$ cat config.mk
export PLATFORM = sky130hd
export DESIGN_NAME = aire_panel_display
export DESIGN_NICKNAME = d
export VERILOG_FILES = /design/src/rtl/aire_panel_pkg.sv /design/src/rtl/aire_glyph_rom.sv /design/src/rtl/aire_panel_display.sv
export SDC_FILE = /design/constraint.sdc
export NUM_CORES = 1
export LEC_CHECK = 0
export ABC_AREA = 0
export ABC_CLOCK_PERIOD_IN_PS = 1800
export CELL_PAD_IN_SITES_DETAIL_PLACEMENT = 1
export CELL_PAD_IN_SITES_GLOBAL_PLACEMENT = 1
export CORE_ASPECT_RATIO = 0.7
export CORE_UTILIZATION = 40
export CTS_BUF_LIST = sky130_fd_sc_hd__clkbuf_4 sky130_fd_sc_hd__clkbuf_8
export DETAILED_ROUTE_END_ITERATION = 6
export PLACE_DENSITY_LB_ADDON = 0.1
export REMOVE_ABC_BUFFERS = 1
export SYNTH_ARGS = -nofsm -noshare
export SYNTH_HDL_FRONTEND = slang
export SYNTH_SLANG_ARGS = --single-unit
$ cat constraint.sdc
create_clock -name clock -period 1.8 [get_ports clock]
set_input_delay 0.27 -clock clock [delete_from_list [all_inputs] [get_ports clock]]
set_output_delay 0.27 -clock clock [all_outputs]
set_load 0.01 [all_outputs]
$ cat src/rtl/aire_panel_pkg.sv
// rtl/aire_panel_pkg.sv - status code values and 7-segment glyphs for the air-conditioner panel
package aire_panel_pkg;

   typedef enum logic [1:0] {
      ST_OFF   = 2'b00,
      ST_HOME  = 2'b01,
      ST_SPEED = 2'b10,
      ST_MENU  = 2'b11
   } st_code_e;

   localparam logic [1:0] SPD_LOW  = 2'b01;
   localparam logic [1:0] SPD_MID  = 2'b10;
   localparam logic [1:0] SPD_HIGH = 2'b11;

   localparam logic [2:0] TMP_R1 = 3'b001;
   localparam logic [2:0] TMP_R2 = 3'b010;
   localparam logic [2:0] TMP_R3 = 3'b011;
   localparam logic [2:0] TMP_R4 = 3'b100;

   localparam logic [2:0] MOD_FRIO     = 3'b001;
   localparam logic [2:0] MOD_FRESCO   = 3'b010;
   localparam logic [2:0] MOD_TEMPLADO = 3'b011;
   localparam logic [2:0] MOD_TROPICAL = 3'b100;

   // Digit slot index equals the anode bit it drives.
   localparam logic [1:0] IDX_MODE  = 2'd0;
   localparam logic [1:0] IDX_TEMP  = 2'd1;
   localparam logic [1:0] IDX_SPEED = 2'd2;
   localparam logic [1:0] IDX_STATE = 2'd3;

   localparam logic [6:0] SEG_1    = 7'b1111001;
   localparam logic [6:0] SEG_2    = 7'b0100100;
   localparam logic [6:0] SEG_3    = 7'b0110000;
   localparam logic [6:0] SEG_4    = 7'b0011001;
   localparam logic [6:0] SEG_H    = 7'b0001001;
   localparam logic [6:0] SEG_S    = 7'b0010010;
   localparam logic [6:0] SEG_T    = 7'b0000111;
   localparam logic [6:0] SEG_DASH = 7'b0111111;
   localparam logic [6:0] SEG_OFF  = 7'h7F;

   // Speed, temperature range and mode all render 1..4 as the digit itself.
   function automatic logic [6:0] level_glyph(input logic [2:0] code);
      logic [6:0] g;
      case (code)
         3'd1:    g = SEG_1;
         3'd2:    g = SEG_2;
         3'd3:    g = SEG_3;
         3'd4:    g = SEG_4;
         default: g = SEG_DASH;
      endcase
      return g;
   endfunction

endpackage

$ cat src/rtl/aire_glyph_rom.sv
// rtl/aire_glyph_rom.sv - maps a digit slot and the captured status codes to a segment pattern
module aire_glyph_rom
   import aire_panel_pkg::*;
(
   input  logic [1:0] idx,
   input  logic [1:0] st,
   input  logic [1:0] spd,
   input  logic [2:0] tmp,
   input  logic [2:0] mode,
   output logic [6:0] seg
);

   always_comb begin
      seg = SEG_DASH;
      case (idx)
         IDX_STATE: begin
            case (st)
               ST_HOME:  seg = SEG_H;
               ST_SPEED: seg = SEG_S;
               ST_MENU:  seg = SEG_T;
               default:  seg = SEG_DASH;
            endcase
         end
         IDX_SPEED: seg = level_glyph({1'b0, spd});
         IDX_TEMP:  seg = level_glyph(tmp);
         default:   seg = level_glyph(mode);
      endcase
   end

endmodule

$ cat src/rtl/aire_panel_display.sv
// rtl/aire_panel_display.sv - 4-digit multiplexed 7-segment readout of the controller status
// with blinking of the field being edited.
module aire_panel_display
   import aire_panel_pkg::*;
#(
   parameter int SCAN_DIV     = 50000,
   parameter int BLINK_FRAMES = 64
) (
   input  logic       clock,
   input  logic       reset,
   input  logic [1:0] st_code,
   input  logic [1:0] spd_code,
   input  logic [2:0] tmp_code,
   input  logic [2:0] mod_code,
   output logic [6:0] seg,
   output logic [3:0] an
);

   localparam int PW = $clog2(SCAN_DIV);
   localparam int FW = $clog2(BLINK_FRAMES + 1);
   localparam logic [PW-1:0] PRE_LAST   = PW'(SCAN_DIV - 1);
   localparam logic [FW-1:0] FRAME_LAST = FW'(BLINK_FRAMES - 1);

   logic [1:0]    st_q, st_d;
   logic [1:0]    spd_q, spd_d;
   logic [2:0]    tmp_q, tmp_d;
   logic [2:0]    mod_q, mod_d;
   logic [PW-1:0] pre_q, pre_d;
   logic [1:0]    idx_q, idx_d;
   logic [FW-1:0] frame_q, frame_d;
   logic          dark_q, dark_d;
   logic [3:0]    an_q, an_d;
   logic [6:0]    seg_q, seg_d;

   logic          tick;
   logic          wrap;
   logic          in_blink_field;
   logic [6:0]    glyph;

   // Glyph is looked up for the slot about to be shown, so it lands with the tick.
   aire_glyph_rom u_glyph_rom (
      .idx  (idx_d),
      .st   (st_q),
      .spd  (spd_q),
      .tmp  (tmp_q),
      .mode (mod_q),
      .seg  (glyph)
   );

   always_comb begin
      st_d    = st_code;
      spd_d   = spd_code;
      tmp_d   = tmp_code;
      mod_d   = mod_code;

      tick    = (pre_q == PRE_LAST);
      wrap    = tick && (idx_q == IDX_STATE);
      pre_d   = tick ? '0 : pre_q + 1'b1;
      idx_d   = tick ? idx_q + 2'd1 : idx_q;

      frame_d = frame_q;
      dark_d  = dark_q;
      // Entering a new screen restarts the blink so the edited field is visible immediately.
      if (st_code != st_q) begin
         frame_d = '0;
         dark_d  = 1'b0;
      end else if (wrap) begin
         if (frame_q == FRAME_LAST) begin
            frame_d = '0;
            dark_d  = ~dark_q;
         end else begin
            frame_d = frame_q + 1'b1;
         end
      end

      in_blink_field = ((st_q == ST_SPEED) && (idx_d == IDX_SPEED)) ||
                       ((st_q == ST_MENU) && ((idx_d == IDX_TEMP) || (idx_d == IDX_MODE)));

      an_d  = an_q;
      seg_d = seg_q;
      if (tick) begin
         if (st_q == ST_OFF) begin
            an_d  = 4'b1111;
            seg_d = SEG_OFF;
         end else begin
            seg_d = glyph;
            an_d  = (dark_d && in_blink_field) ? 4'b1111 : ~(4'b0001 << idx_d);
         end
      end
   end

   always_ff @(posedge clock or negedge reset) begin
      if (!reset) begin
         st_q    <= '0;
         spd_q   <= '0;
         tmp_q   <= '0;
         mod_q   <= '0;
         pre_q   <= '0;
         idx_q   <= '0;
         frame_q <= '0;
         dark_q  <= 1'b0;
         an_q    <= 4'b1111;
         seg_q   <= SEG_OFF;
      end else begin
         st_q    <= st_d;
         spd_q   <= spd_d;
         tmp_q   <= tmp_d;
         mod_q   <= mod_d;
         pre_q   <= pre_d;
         idx_q   <= idx_d;
         frame_q <= frame_d;
         dark_q  <= dark_d;
         an_q    <= an_d;
         seg_q   <= seg_d;
      end
   end

   assign an  = an_q;
   assign seg = seg_q;

endmodule
==> qor.yml <==
run_status:
  status: "finished, final reports clean"
clocking:
  cts_root_buffer: "clkbuf_8"
  cts_sinks: 47
  cts_made_buffers: 5
  htree_levels: 2
  clk_pin_slew_ns: 0.09
  clockBufferDepth: 2
  clk_latency_ns: 0.30
  tritoncts: "built"
  cts_hold_buf: 0
yosys:
  netlist_area_um2: 2372
  synth_compound_area_frac: 0.09810
  synthMuxAreaShare: 0.01793
  synth_top_area_share: 0.3797
  ys.flop_type: "dfrtp_1"
  synthXorXnorAreaFrac: 0.08122
  synth_area_leader_cell: "dfrtp_1"
  synth_top_family_by_area: "simple AND/OR/NAND/NOR gates"
  synthSimpleGateAreaFrac: 0.2189
  syn_area_per_cell_um2: 10.18
  synth_cell_type_count: 45
  yosysWarnings: 0
  synthCells: 233
  synth-adder-area-share: 0.04747
  async_flop_share: 1.000
  yosys_register_bits: 47
  yosysMostFrequentCell: "dfrtp_1"
  yosysSeqAreaShare: 0.5016
  synthTopCellsByCount: "dfrtp_1 (36), nor2_1 (32), nand2_1 (17)"
  synth_edf_count: 0
  synth_area_leaders: "dfrtp_1 (38%), dfstp_2 (12%), nor2_1 (5.1%)"
global_routing:
  grt_overflow_total: 0
  grt_max_degree: 48
  grt_use_total: 0.2135
  grt_pass1_wl_um: 9998
  antenna_found_initial: 0
  grt_pass1_vias: 2014
detailed_routing:
  drt_iter0_drc: 86
  first_pass_iters: 4
  drc_errors: 0
  postRouteAntennaNets: 0
  avgRoutedWirePerCell_um: 16.52
  routed_wl_um: 6064
  vias: 1921
  avgViaCountPerCell: 5.234
worst_setup_path:
  critPathRequiredTime_ns: 2.01
  critPathCaptureType: "flip-flop"
  critPathArrivalTime_ns: 1.98
  start_kind: "flip-flop"
  r2r_slack_ns: 0.02
  critPathKind: "flip-flop to flip-flop"
  worstPathMaxFanout: 5
place:
  port_buffers: 22
  gp_congestion: 0.8368
  dp_hpwl_um: 4443
sta:
  timing.fmax_mhz: 563.2
  finalSetupViolCount: 0
  holdWs_ns: 0.04902
  slew_headroom: 0.5926
  rsz0062_at_grt: "true"
  final_hold_viol_count: 0
  post-route-min-period_ns: 1.776
  period_share: 0.9865
  worstMarginPinSlew_ns: 0.6111
  slew_viol_final: 0
  fin_worst_skew_ns: 0.01116
job:
  drv_cap: 0
layout:
  multi_input_area_um2: 1152
  regArea_um2: 1190
  finalNetCount: 312
  fillers: 655
  areaGrowthSynthToFinish_pct: 30.59
  drive_gt1_frac: 0.2500
  antenna_cells: 0
floorplanning:
  io_pins: 23
  die-area_um2: 6247
  start_util: 0.4142
  die_w_um: 94.05
  core-area_um2: 5727
  num_rows: 23
  fp.dieH_um: 66.43
power_and_ir_drop:
  p_total_mw: 1.984
  p_sw_frac: 0.2132
  p_sw_mw: 0.4231
  power_density_nw_per_um2: 640.5
  pwr-share-comb: 0.053
  power_frac_seq: 0.545
  p_int_mw: 1.561
  p_leak_nw: 1.380
  clockPowerShare: 0.402
  vdd.ir_drop.worst_mv: 0.3028
worst_hold_path:
  worstHoldPathType: "primary input to asynchronous set/reset pin"
[metal layers]
layer	part of all wire	vias to the layer above	GRT usage	wire [um]
met2	0.44	39	0.3203	2664
met4	0.012	0	0.04808	70
met5	0	-	0	0
met3	0.037	6	0.03793	227
met1	0.51	942	0.3177	3102
li1	-	934	-	-
[layout by cell type, fill, tap and decap left out, types with 2 or more instances in the layout]
cell and count:
a21oi_1 10, a31oi_1 5, and3_1 3, and4_1 2, and4bb_2 2, buf_2 2
buf_4 34, clkbuf_4 2, clkbuf_8 5, clkdlybuf4s50_1 21, dfrtp_1 36, dfstp_2 11
ha_1 8, inv_1 10, mux2i_1 2, nand2_1 16, nand3_1 15, nand4_1 4
nor2_1 31, nor2b_1 4, nor3_1 4, o21ai_0 6, o21ai_1 2, o32a_1 4
or3_1 2, xnor2_1 11, xor2_1 11
[worst paths after layout]
check,depth (start not counted),to,start
min in group clock,1,spd_q[0]$_DFF_PN0_,spd_code[0]
worst min-delay path,2,pre_q[9]$_DFF_PN0_,reset
worst min register to register,2,seg[5]$_DFFE_PN1N_,seg[5]$_DFFE_PN1N_
max in group asynchronous,2,frame_q[0]$_DFFE_PN0P_,reset
worst max register to register,7,frame_q[3]$_DFFE_PN0P_,pre_q[1]$_DFF_PN0_
worst max-delay path,7,frame_q[3]$_DFFE_PN0P_,pre_q[1]$_DFF_PN0_
[worst max-delay path, stage by stage (launching register included)]
cell      delay [ns]
dfrtp_1         0.39
ha_2            0.21
and3_4          0.21
and4_4          0.24
buf_6           0.13
and2_4          0.17
a41oi_2         0.12
a311oi_1        0.21
[cell families (layout without fill, tap and decap cells)]
family                   Yosys count  after routing
AND/OR/NAND/NOR                   97             97
XOR/XNOR                          22             22
multiplexers                       3              3
AO/OA/AOI/OAI                     36             36
buffers and inverters             19             78
flip-flops                        47             47
adder cells (fa/ha/maj)            9              9
[power by group through the flow]
stage | sequential (mW) | clock [mW] | combinational, mW
3_3_place_gp | 1.10 | 0 | 0.106
4_1_cts | 1.08 | 0.821 | 0.109
3_5_place_dp | 1.10 | 0 | 0.108
5_1_grt | 1.08 | 0.858 | 0.120
6_report | 1.08 | 0.798 | 0.105
2_1_floorplan | 1.10 | 0 | 0.0384
[per-stage QoR]
stage	std cells	cell area [um2]	TNS (ns)	setup WS, ns	util
4_1_cts	363	3047	0	0.01821	0.5320
5_1_grt	367	3098	-0.3407	-0.08953	0.5410
6_report	367	3098	0	0.02433	0.5410
3_5_place_dp	351	2870	-0.2268	-0.08290	0.5012
2_1_floorplan	225	2331	-3.775	-0.4319	-
3_3_place_gp	351	2870	-0.004108	-0.004108	0.5012
[registers in the layout (all words and copies together) (netlist names)]
signal / count
seg: 7
dark_q: 1
an: 4
st_q: 2
frame_q: 7
tmp_q: 3
spd_q: 2
idx_q: 2
pre_q: 16
mod_q: 3
[cell type report]
type | instances | share of cell area
clock buffers | 7 | 0.02706
clock inverters | 1 | 0.009693
inverters | 11 | 0.01333
multi-input cells | 167 | 0.3720
flip-flops and latches | 47 | 0.3841
well taps | 75 | 0.03029
repair buffers | 59 | 0.1636
[what timing repair did]
item,4_1_cts,5_1_grt
gates resized for setup,9,5
buffers inserted,4,3
setup endpoints to repair,7,9
gates cloned,0,1
pin swaps,3,4
Power figures use the tool's default switching activity.
